[src/rtl/pipelined_shifter_pkg.sv]
// Shared types and constants for the pipelined barrel shifter.
package shifter_pkg;

  localparam int DEFAULT_WIDTH  = 24;
  localparam int DEFAULT_AMT_W  = 8;
  localparam int DEFAULT_STAGES = 2;

  // Operation select, encoded exactly as carried on in_mode.
  typedef enum logic [1:0] {
    SHR_LOG = 2'b00,
    SHL_LOG = 2'b01,
    SHR_ARI = 2'b10,
    ROR     = 2'b11
  } shift_mode_t;

  // Lowest shift-amount bit handled by stage k. Stage k covers
  // [slice_lo(k), slice_lo(k+1)-1], so slices are contiguous, LSB first,
  // and together cover every amount bit exactly once.
  function automatic int slice_lo(input int k, input int stages, input int amt_w);
    return (k * amt_w) / stages;
  endfunction

endpackage

[src/rtl/pipelined_shifter_shift_stage.sv]
// One pipeline stage: shifts by its own slice of the amount bits, folds the
// bits it discards into the running sticky flag, and registers the result
// together with a valid flag.
module shift_stage
  import shifter_pkg::*;
#(
  parameter int WIDTH = DEFAULT_WIDTH,
  parameter int AMT_W = DEFAULT_AMT_W,
  parameter int LO    = 0,
  parameter int HI    = DEFAULT_AMT_W - 1
) (
  input  logic             clk,
  input  logic             rst,
  input  logic             up_valid,
  input  logic [WIDTH-1:0] up_data,
  input  logic [AMT_W-1:0] up_amt,
  input  logic [1:0]       up_mode,
  input  logic             up_sticky,
  input  logic             dn_ready,
  output logic             dn_valid,
  output logic [WIDTH-1:0] dn_data,
  output logic [AMT_W-1:0] dn_amt,
  output logic [1:0]       dn_mode,
  output logic             dn_sticky
);

  localparam logic [AMT_W-1:0] ONES    = '1;
  localparam logic [AMT_W-1:0] MASK    = (ONES << LO) & ~(ONES << (HI + 1));
  localparam logic [31:0]      WIDTH_U = 32'(WIDTH);

  logic             valid_q;
  logic [WIDTH-1:0] data_q;
  logic [AMT_W-1:0] amt_q;
  logic [1:0]       mode_q;
  logic             sticky_q;

  logic [WIDTH-1:0] data_d;
  logic             sticky_d;
  logic [AMT_W-1:0] shamt;
  logic [AMT_W-1:0] rot_amt;
  logic [WIDTH-1:0] lost_mask;
  logic             load;

  // The stage may take a new beat when it is empty or its beat leaves now.
  assign load = !valid_q || dn_ready;

  // Shift by this stage's slice; shift counts >= WIDTH flush naturally.
  always_comb begin
    // NOTE: every output of this block gets a default first, so no path can
    // leave one unassigned and infer a latch.
    data_d    = up_data;
    sticky_d  = up_sticky;
    shamt     = up_amt & MASK;
    rot_amt   = AMT_W'(32'(shamt) % WIDTH_U);
    lost_mask = ~({WIDTH{1'b1}} << shamt);
    case (shift_mode_t'(up_mode))
      SHR_LOG: begin
        data_d   = up_data >> shamt;
        sticky_d = up_sticky | (|(up_data & lost_mask));
      end
      SHL_LOG: data_d = up_data << shamt;
      SHR_ARI: begin
        // Sign-fill bits discarded later are copies of the sign bit, which
        // has already been discarded by then, so the OR stays exact.
        data_d   = $unsigned($signed(up_data) >>> shamt);
        sticky_d = up_sticky | (|(up_data & lost_mask));
      end
      ROR: data_d = (up_data >> rot_amt) | (up_data << (WIDTH_U - 32'(rot_amt)));
      default: data_d = up_data;
    endcase
  end

  // Stage register: holds while stalled, loads a beat or a bubble otherwise.
  always_ff @(posedge clk or posedge rst) begin
    // NOTE: the payload registers are reset along with the valid flag so the
    // outputs read zero during reset, not leftover data.
    if (rst) begin
      valid_q  <= 1'b0;
      data_q   <= '0;
      amt_q    <= '0;
      mode_q   <= '0;
      sticky_q <= 1'b0;
    end else if (load) begin
      // NOTE: non-blocking assignments keep every register sampling
      // pre-edge values regardless of block evaluation order.
      valid_q <= up_valid;
      if (up_valid) begin
        data_q   <= data_d;
        amt_q    <= up_amt;
        mode_q   <= up_mode;
        sticky_q <= sticky_d;
      end
    end
  end

  assign dn_valid  = valid_q;
  assign dn_data   = data_q;
  assign dn_amt    = amt_q;
  assign dn_mode   = mode_q;
  assign dn_sticky = sticky_q;

endmodule

[src/rtl/pipelined_shifter.sv]
// Pipelined barrel shifter with valid/ready on both sides. STAGES copies of
// shift_stage each consume one slice of the amount; latency is STAGES.
module pipelined_shifter
  import shifter_pkg::*;
#(
  parameter int WIDTH  = DEFAULT_WIDTH,
  parameter int AMT_W  = DEFAULT_AMT_W,
  parameter int STAGES = DEFAULT_STAGES
) (
  input  logic             clk,
  input  logic             rst,
  input  logic             in_valid,
  output logic             in_ready,
  input  logic [WIDTH-1:0] in_data,
  input  logic [AMT_W-1:0] in_amt,
  input  logic [1:0]       in_mode,
  output logic             out_valid,
  input  logic             out_ready,
  output logic [WIDTH-1:0] out_data,
  output logic             out_sticky
);

  // Index k is the input of stage k; index STAGES is the pipeline output.
  logic [STAGES:0]            vld_w;
  logic [STAGES:0]            rdy_w;
  logic [STAGES:0]            stk_w;
  logic [STAGES:0][WIDTH-1:0] dat_w;
  logic [STAGES:0][AMT_W-1:0] amt_w;
  logic [STAGES:0][1:0]       mode_w;
  logic                       accept_en_q;
  logic                       unused_tail;

  // Input side stays closed during reset and opens on the first edge after.
  always_ff @(posedge clk or posedge rst) begin
    if (rst) accept_en_q <= 1'b0;
    else     accept_en_q <= 1'b1;
  end

  assign vld_w[0]  = in_valid & accept_en_q;
  assign dat_w[0]  = in_data;
  assign amt_w[0]  = in_amt;
  assign mode_w[0] = in_mode;
  assign stk_w[0]  = 1'b0;

  // Ready into stage k, written in closed form (some stage from k onward is
  // empty, or the output is taken) so it depends only on registered valids
  // and out_ready, never on in_valid.
  assign rdy_w[STAGES] = out_ready;
  for (genvar k = 0; k < STAGES; k++) begin : g_ready
    assign rdy_w[k] = out_ready | ~(&vld_w[STAGES:k+1]);
  end

  assign in_ready = accept_en_q & rdy_w[0];

  for (genvar k = 0; k < STAGES; k++) begin : g_stage
    shift_stage #(
      .WIDTH (WIDTH),
      .AMT_W (AMT_W),
      .LO    (slice_lo(k, STAGES, AMT_W)),
      .HI    (slice_lo(k + 1, STAGES, AMT_W) - 1)
    ) u_stage (
      .clk       (clk),
      .rst       (rst),
      .up_valid  (vld_w[k]),
      .up_data   (dat_w[k]),
      .up_amt    (amt_w[k]),
      .up_mode   (mode_w[k]),
      .up_sticky (stk_w[k]),
      .dn_ready  (rdy_w[k+1]),
      .dn_valid  (vld_w[k+1]),
      .dn_data   (dat_w[k+1]),
      .dn_amt    (amt_w[k+1]),
      .dn_mode   (mode_w[k+1]),
      .dn_sticky (stk_w[k+1])
    );
  end

  // The amount and mode are fully consumed by the last stage.
  assign unused_tail = ^{amt_w[STAGES], mode_w[STAGES]};

  assign out_valid  = vld_w[STAGES];
  assign out_data   = dat_w[STAGES];
  assign out_sticky = stk_w[STAGES];

endmodule
[config.mk]
export PLATFORM = sky130hd
export DESIGN_NAME = pipelined_shifter
export DESIGN_NICKNAME = d
export VERILOG_FILES = /design/src/rtl/pipelined_shifter_pkg.sv /design/src/rtl/pipelined_shifter_shift_stage.sv /design/src/rtl/pipelined_shifter.sv
export SDC_FILE = /design/constraint.sdc
export NUM_CORES = 1
export LEC_CHECK = 0
export ABC_AREA = 1
export ABC_CLOCK_PERIOD_IN_PS = 4100
export BUFFER_PORTS_ARGS = -buffer_cell sky130_fd_sc_hd__buf_2
export CORE_ASPECT_RATIO = 0.8
export CORE_MARGIN = 2
export CORE_UTILIZATION = 30
export DETAILED_ROUTE_END_ITERATION = 7
export PLACE_DENSITY_LB_ADDON = 0.12
export RECOVER_POWER = 100
export SLEW_MARGIN = 20
export SYNTH_ARGS = -nofsm -noshare
export SYNTH_HDL_FRONTEND = slang
export SYNTH_SLANG_ARGS = --single-unit
[constraint.sdc]
create_clock -name clk -period 4.1 [get_ports clk]
set_input_delay 0.205 -clock clk [delete_from_list [all_inputs] [get_ports clk]]
set_output_delay 0.205 -clock clk [all_outputs]
set_load 0.05 [all_outputs]
* Word-level counts from Yosys, hierarchy flattened
Index checks and enable logic that the tools add are counted.
** Storage, ports and cells
- Register bits :: 63
- Bits of input ports :: 38
- Output and inout port bits :: 27
- Logic and storage cells :: 61
** Operators by class
- Add/subtract/negate cells :: 2
- Divide/modulo/power cells :: 2
- Eq/ne operators :: 6
- Shifts and indexed selects :: 12
- Multiplexer cells :: 4
- Bitwise gates (word level) :: 13
- Reductions and logical operators :: 13
** Operators with widths (count)
- one-hot mux 24 bit (4 select lines) :: 2
- right shift 24 x 8 -> 24 bit :: 3
- left shift 24 x 32 -> 24 bit :: 2
- bitwise AND 24 bit :: 2
- inverter 24 bit :: 2
- OR 24 bit :: 2
- OR reduction 24 bit :: 2
- modulo 4 x 5 -> 32 bit, second input constant :: 1
- modulo 8 x 5 -> 32 bit, second input constant :: 1
- left shift 24 x 4 -> 24 bit :: 1
- left shift 24 x 4 -> 24 bit, first input constant :: 1
- left shift 24 x 8 -> 24 bit :: 1
- left shift 24 x 8 -> 24 bit, first input constant :: 1
- right shift 24 x 4 -> 24 bit :: 1
- >>> shifter 24 x 4 -> 24 bit :: 1
- >>> shifter 24 x 8 -> 24 bit :: 1
- subtractor 5 x 8 -> 9 bit, first input constant :: 2
- == test 2 bit, second input constant :: 4
- AND reduction 2 bit :: 3
- == test 2 x 1 -> 1 bit, second input constant :: 2
- logical NOT 2 bit :: 2
- OR reduction 2 bit :: 2
- OR 1 bit :: 3
- bitwise AND 1 bit :: 2
- 4 further kinds :: 8

* Logic depth before layout (Yosys ltp)
- Depth after elaboration :: 6
- Depth in mapped cells :: 29
- Depth with buffers taken out :: 26

* Modules after synthesis
Synthesis repeated with hierarchy kept, for this count alone.
** Unflattened totals
- Cell total of the unflattened synthesis :: 1585
- Area total of the unflattened synthesis :: 8936.1 sq um
** By module, submodules not included
- shift_stage at g_stage[0].u_stage :: instances 1, cells each 941, area each 5166.2 sq um, seq. area each 900.9 sq um
- shift_stage at g_stage[1].u_stage :: instances 1, cells each 632, area each 3703.6 sq um, seq. area each 900.9 sq um
- pipelined_shifter :: instances 1, cells each 12, area each 66.3 sq um, seq. area each 25.0 sq um

* Least setup slack after synthesis
OpenSTA, ideal clock, no wires.
- Path kind :: reg-to-reg
- Start :: register g_stage[0].u_stage.amt_q[6]
- End :: register g_stage[1].u_stage.data_q[13]
- Library setup time :: 77 ps
- Arrival :: 3640 ps
- Required time :: 4023 ps
- Slack :: 383 ps
- Stages on the path, launching flop included :: 28
- Path buffers :: 3
- Clock period less this slack :: 3717 ps
- Path through :: dfrtp_1 buf_6 clkbuf_1 ha_1 inv_1 nand3_1 nand2_2 nand3_1 nand2_1 inv_1 ha_1 inv_1 nand3_4 o21ai_4 ha_1 inv_1 nand2_1 ha_1 inv_1 nand2_1 a21oi_2 buf_2 nand4_1 nand2_1 nand2_1 nand2_1 nand2_1 a21oi_1
** On the way
- Cells in the longest elaborated chain, start to end :: 5
- Elaborated cells between the ends (all ways) :: 9
** RTL lines
- start: declaration :: RTL line pipelined_shifter_shift_stage.sv:33 : logic [AMT_W-1:0] amt_q;
- start signal: assignment :: RTL line pipelined_shifter_shift_stage.sv:89 : amt_q <= up_amt;
- modulo 8 x 5 -> 32 bit :: RTL line pipelined_shifter_shift_stage.sv:54 : rot_amt = AMT_W'(32'(shamt) % WIDTH_U);
- subtractor 5 x 8 -> 9 bit :: RTL line pipelined_shifter_shift_stage.sv:68 : ROR: data_d = (up_data >> rot_amt) | (up_data << (WIDTH_U - 32'(rot_amt)));
- left shift 24 x 32 -> 24 bit :: RTL line pipelined_shifter_shift_stage.sv:68
- OR 24 bit :: RTL line pipelined_shifter_shift_stage.sv:68
- one-hot mux 24 bit (4 select lines) (*) :: RTL line pipelined_shifter_shift_stage.sv:56 : case (shift_mode_t'(up_mode))
- end signal: assignment :: RTL line pipelined_shifter_shift_stage.sv:88 : data_q <= data_d;
- end: declaration :: RTL line pipelined_shifter_shift_stage.sv:32 : logic [WIDTH-1:0] data_q;
Mark *: on every way between the ends. The rest lies on a longest branch, timed or not.
A chain may end at the register's enable or synchronous reset.

* Worst setup path in the final report
- Start :: register g_stage[0].u_stage.amt_q[7]
- End :: register g_stage[1].u_stage.data_q[17]
The elaborated chain is that of the path after synthesis.

==> flow_metrics.tcl <==
set metrics [dict create \
    synthCells 1377 \
    path_delay_family "simple AND/OR/NAND/NOR gates" \
    drt_first_iter_violations 1375 \
    grt_overflow 0 \
    tightest_slew_ns 3.37 \
    cp_slowest_cell "dfrtp_1" \
    ys_seq_area_frac 0.190 \
    io_buffers 64 \
    hold_buffers 0 \
    synthArstFlopShare 1.00 \
    vias_per_cell 5.68 \
    slew_viol_final 60 \
    start_util 0.307 \
    clock_latency_ns 0.34 \
    gp_congestion 0.996 \
    wire_per_inst_um 21.1 \
    drtPass1Iterations 6 \
    status "complete, but fails checks" \
    fillerInstances 2945 \
    grt_pass1_wl_um 55800 \
    max_stage_delay_ns 0.43 \
    clkSinkCount 59 \
    core_area_um2 25400 \
    max-cap-violations 1 \
    p_leak_nw 4.05 \
    cts_resized 0 \
    violations "max-capacitance violations, max-slew violations" \
    die_y_um 148 \
    clockBufferDepth 2 \
    worstSetupPathType "reg -> reg" \
    antenna_found_initial 0 \
    diodes 0 \
    max_slew_margin -1.24 \
    ir_drop_v 0.000382 \
    cp_num_buf_inv 7 \
    grt_pass1_vias 8956 \
    layout-drive-gt1-share 0.0908 \
    syn_nets 1423 \
    setup_violations 0 \
    track_usage 0.271 \
    area_delta_synth_final_pct 10.8 \
    cp_data_required_time_ns 4.38 \
    netlist.area_leader.share 0.196 \
    finalCritPeriodShare 0.920 \
    nNetsFinal 1439 \
    post_cts_buffers 0 \
    synth_area_um2 7780 \
    die_w_um 184 \
    end_kind "flip-flop" \
    postSynthAreaPerCell_um2 5.65 \
    hold_slack_ns 0.0658 \
    die-area_um2 27200 \
    rsz0062_at_grt "false" \
    hold_class "in -> reg" \
    final_antenna_net_count 0 \
    drc 0 \
    clkTransAtPathRegs_ns 0.06 \
    ios 65 \
    power_density_nw_per_um2 523 \
    clockRootBuffer "clkbuf_16" \
    synth_edf_count 0 \
    dp_hpwl_um 28100 \
    cts_tree "yes" \
    yosys_warnings 0 \
    wirelength_um 36300 \
    cts_buffers 9 \
    finalClockSkew_ns 0.00922 \
    ys.flop_type "dfrtp_1" \
    synth.top_cells.by_count "406 x nand2_1, 179 x o21ai_0, 140 x inv_1, 99 x nor2_1, 84 x nand3_1" \
    netlist_top_cells_area "nand2_1 20%, dfrtp_1 19%, o21ai_0 12%" \
    setup_tns_ns 0 \
    rows 52 \
    arrival_ns 4.05 \
    worst_setup_path_start_kind "flip-flop" \
    yosysMostFrequentCell "nand2_1" \
    hold_viol 0 \
    ctsHtreeMaxLevel 3 \
    total_power_mw 4.50 \
    vias 9783 \
    synth-seq-cells 59 \
    grt_max_degree 60 \
    period_minus_slack_ns 3.77 \
    critPathMaxFanout 17 \
    yosys.cell_types.count 53 \
    max_freq_ghz 0.265 \
    yosysTopAreaCell "nand2_1" \
]
[sequential cells by signal, indices dropped and copies added, names as in the netlist]
signal,flops
accept_en_q,1
g_stage.u_stage.dn_data,48
g_stage.u_stage.dn_valid,2
g_stage.u_stage.dn_amt,4
g_stage.u_stage.dn_mode,2
g_stage.u_stage.dn_sticky,2
[worst paths after layout]
kind	from	end	slack, ns	cells past startpoint
worst max register to register	g_stage[0].u_stage.dn_amt[7]	g_stage[1].u_stage.dn_data[17]	0.33	25
worst max-delay path	g_stage[0].u_stage.dn_amt[7]	g_stage[1].u_stage.dn_data[17]	0.33	25
worst min-delay path	in_amt[6]	g_stage[0].u_stage.dn_amt[6]	0.07	3
worst min register to register	g_stage[1].u_stage.dn_data[0]	g_stage[1].u_stage.dn_data[0]	0.48	2
max in group asynchronous	rst	g_stage[0].u_stage.dn_data[22]	1.05	3
min in group asynchronous	rst	g_stage[1].u_stage.dn_data[0]	1.16	3
[metrics by stage]
step                setup WS, ns   util  cells  cell area (um^2)
floorplan                  0.383      -   1377              7780
global placement           0.302  0.328   1706              8330
detailed placement         0.188  0.328   1706              8330
CTS                        0.170  0.341   1722              8650
global route              0.0279  0.340   1722              8620
finish                     0.329  0.340   1722              8620
[report_power, final]
part | internal (mW) | switching, mW | total [mW]
sequential | 0.719 | 0.173 | 0.893
combinational | 0.757 | 2.02 | 2.77
clock | 0.533 | 0.305 | 0.838
[kinds of logic after synthesis]
family	count (synthesis)	synth area share
AND/OR/NAND/NOR	667	0.363
AO/OA/AOI/OAI	381	0.286
buffers and inverters	254	0.139
flip-flops	59	0.190
adder cells (fa/ha/maj)	8	0.0129
multiplexers	5	0.00643
XOR/XNOR	2	0.00322
other	1	0.000482
[layout by cell type, fill, tap and decap left out, types with 6 or more instances in the layout]
cell type	count
nor3_1	13
o21a_1	6
o221ai_1	8
a22oi_1	8
inv_1	139
o311ai_0	6
o211ai_1	23
o2111ai_1	6
nand3_1	84
nor2_1	99
nand4_1	39
o21ai_0	181
dfrtp_1	59
o22ai_1	12
buf_4	40
o21ai_1	8
a31oi_1	22
ha_1	7
a21oi_1	74
nand2_1	405
clkbuf_1	32
buf_2	36
clkbuf_16	9
a221oi_1	7
or2_2	11
clkinv_1	7
[layer usage]
layer,up-vias,global-route usage,part of all wire
li1,4667,-,-
met1,4531,0.428,0.49
met2,536,0.341,0.36
met3,49,0.0899,0.13
met4,0,0.0584,0.017
met5,-,0,0
[worst register-to-register path, cell delays in order (launching register included)]
cell and delay, ns:
dfrtp_1 0.43, ha_1 0.31, inv_1 0.05, nand3_1 0.07
nand2_2 0.11, nand3_1 0.14, nand2_1 0.10, inv_1 0.08
ha_4 0.18, inv_1 0.09, nand3_4 0.12, o21ai_1 0.20
ha_1 0.31, inv_2 0.11, nand2_1 0.06, ha_1 0.28
inv_1 0.05, nand2_1 0.05, a21oi_2 0.17, buf_6 0.20
nand4_1 0.14, nand3_1 0.11, nand2_1 0.09, nand3_1 0.13
nand2_1 0.07, inv_1 0.05
[cell type report]
| class | count | area, um^2 | share of cell area |
|---|---|---|---|
| timing repair buffer | 109 | 619 | 0.0719 |
| multi-input combinational | 1064 | 5240 | 0.607 |
| sequential | 59 | 1480 | 0.171 |
| clock buffer | 10 | 229 | 0.0266 |
| clock inverter | 6 | 90.1 | 0.0105 |
| tap | 324 | 405 | 0.0470 |
| inverter | 150 | 563 | 0.0653 |
(Power assumes the default switching activity.)
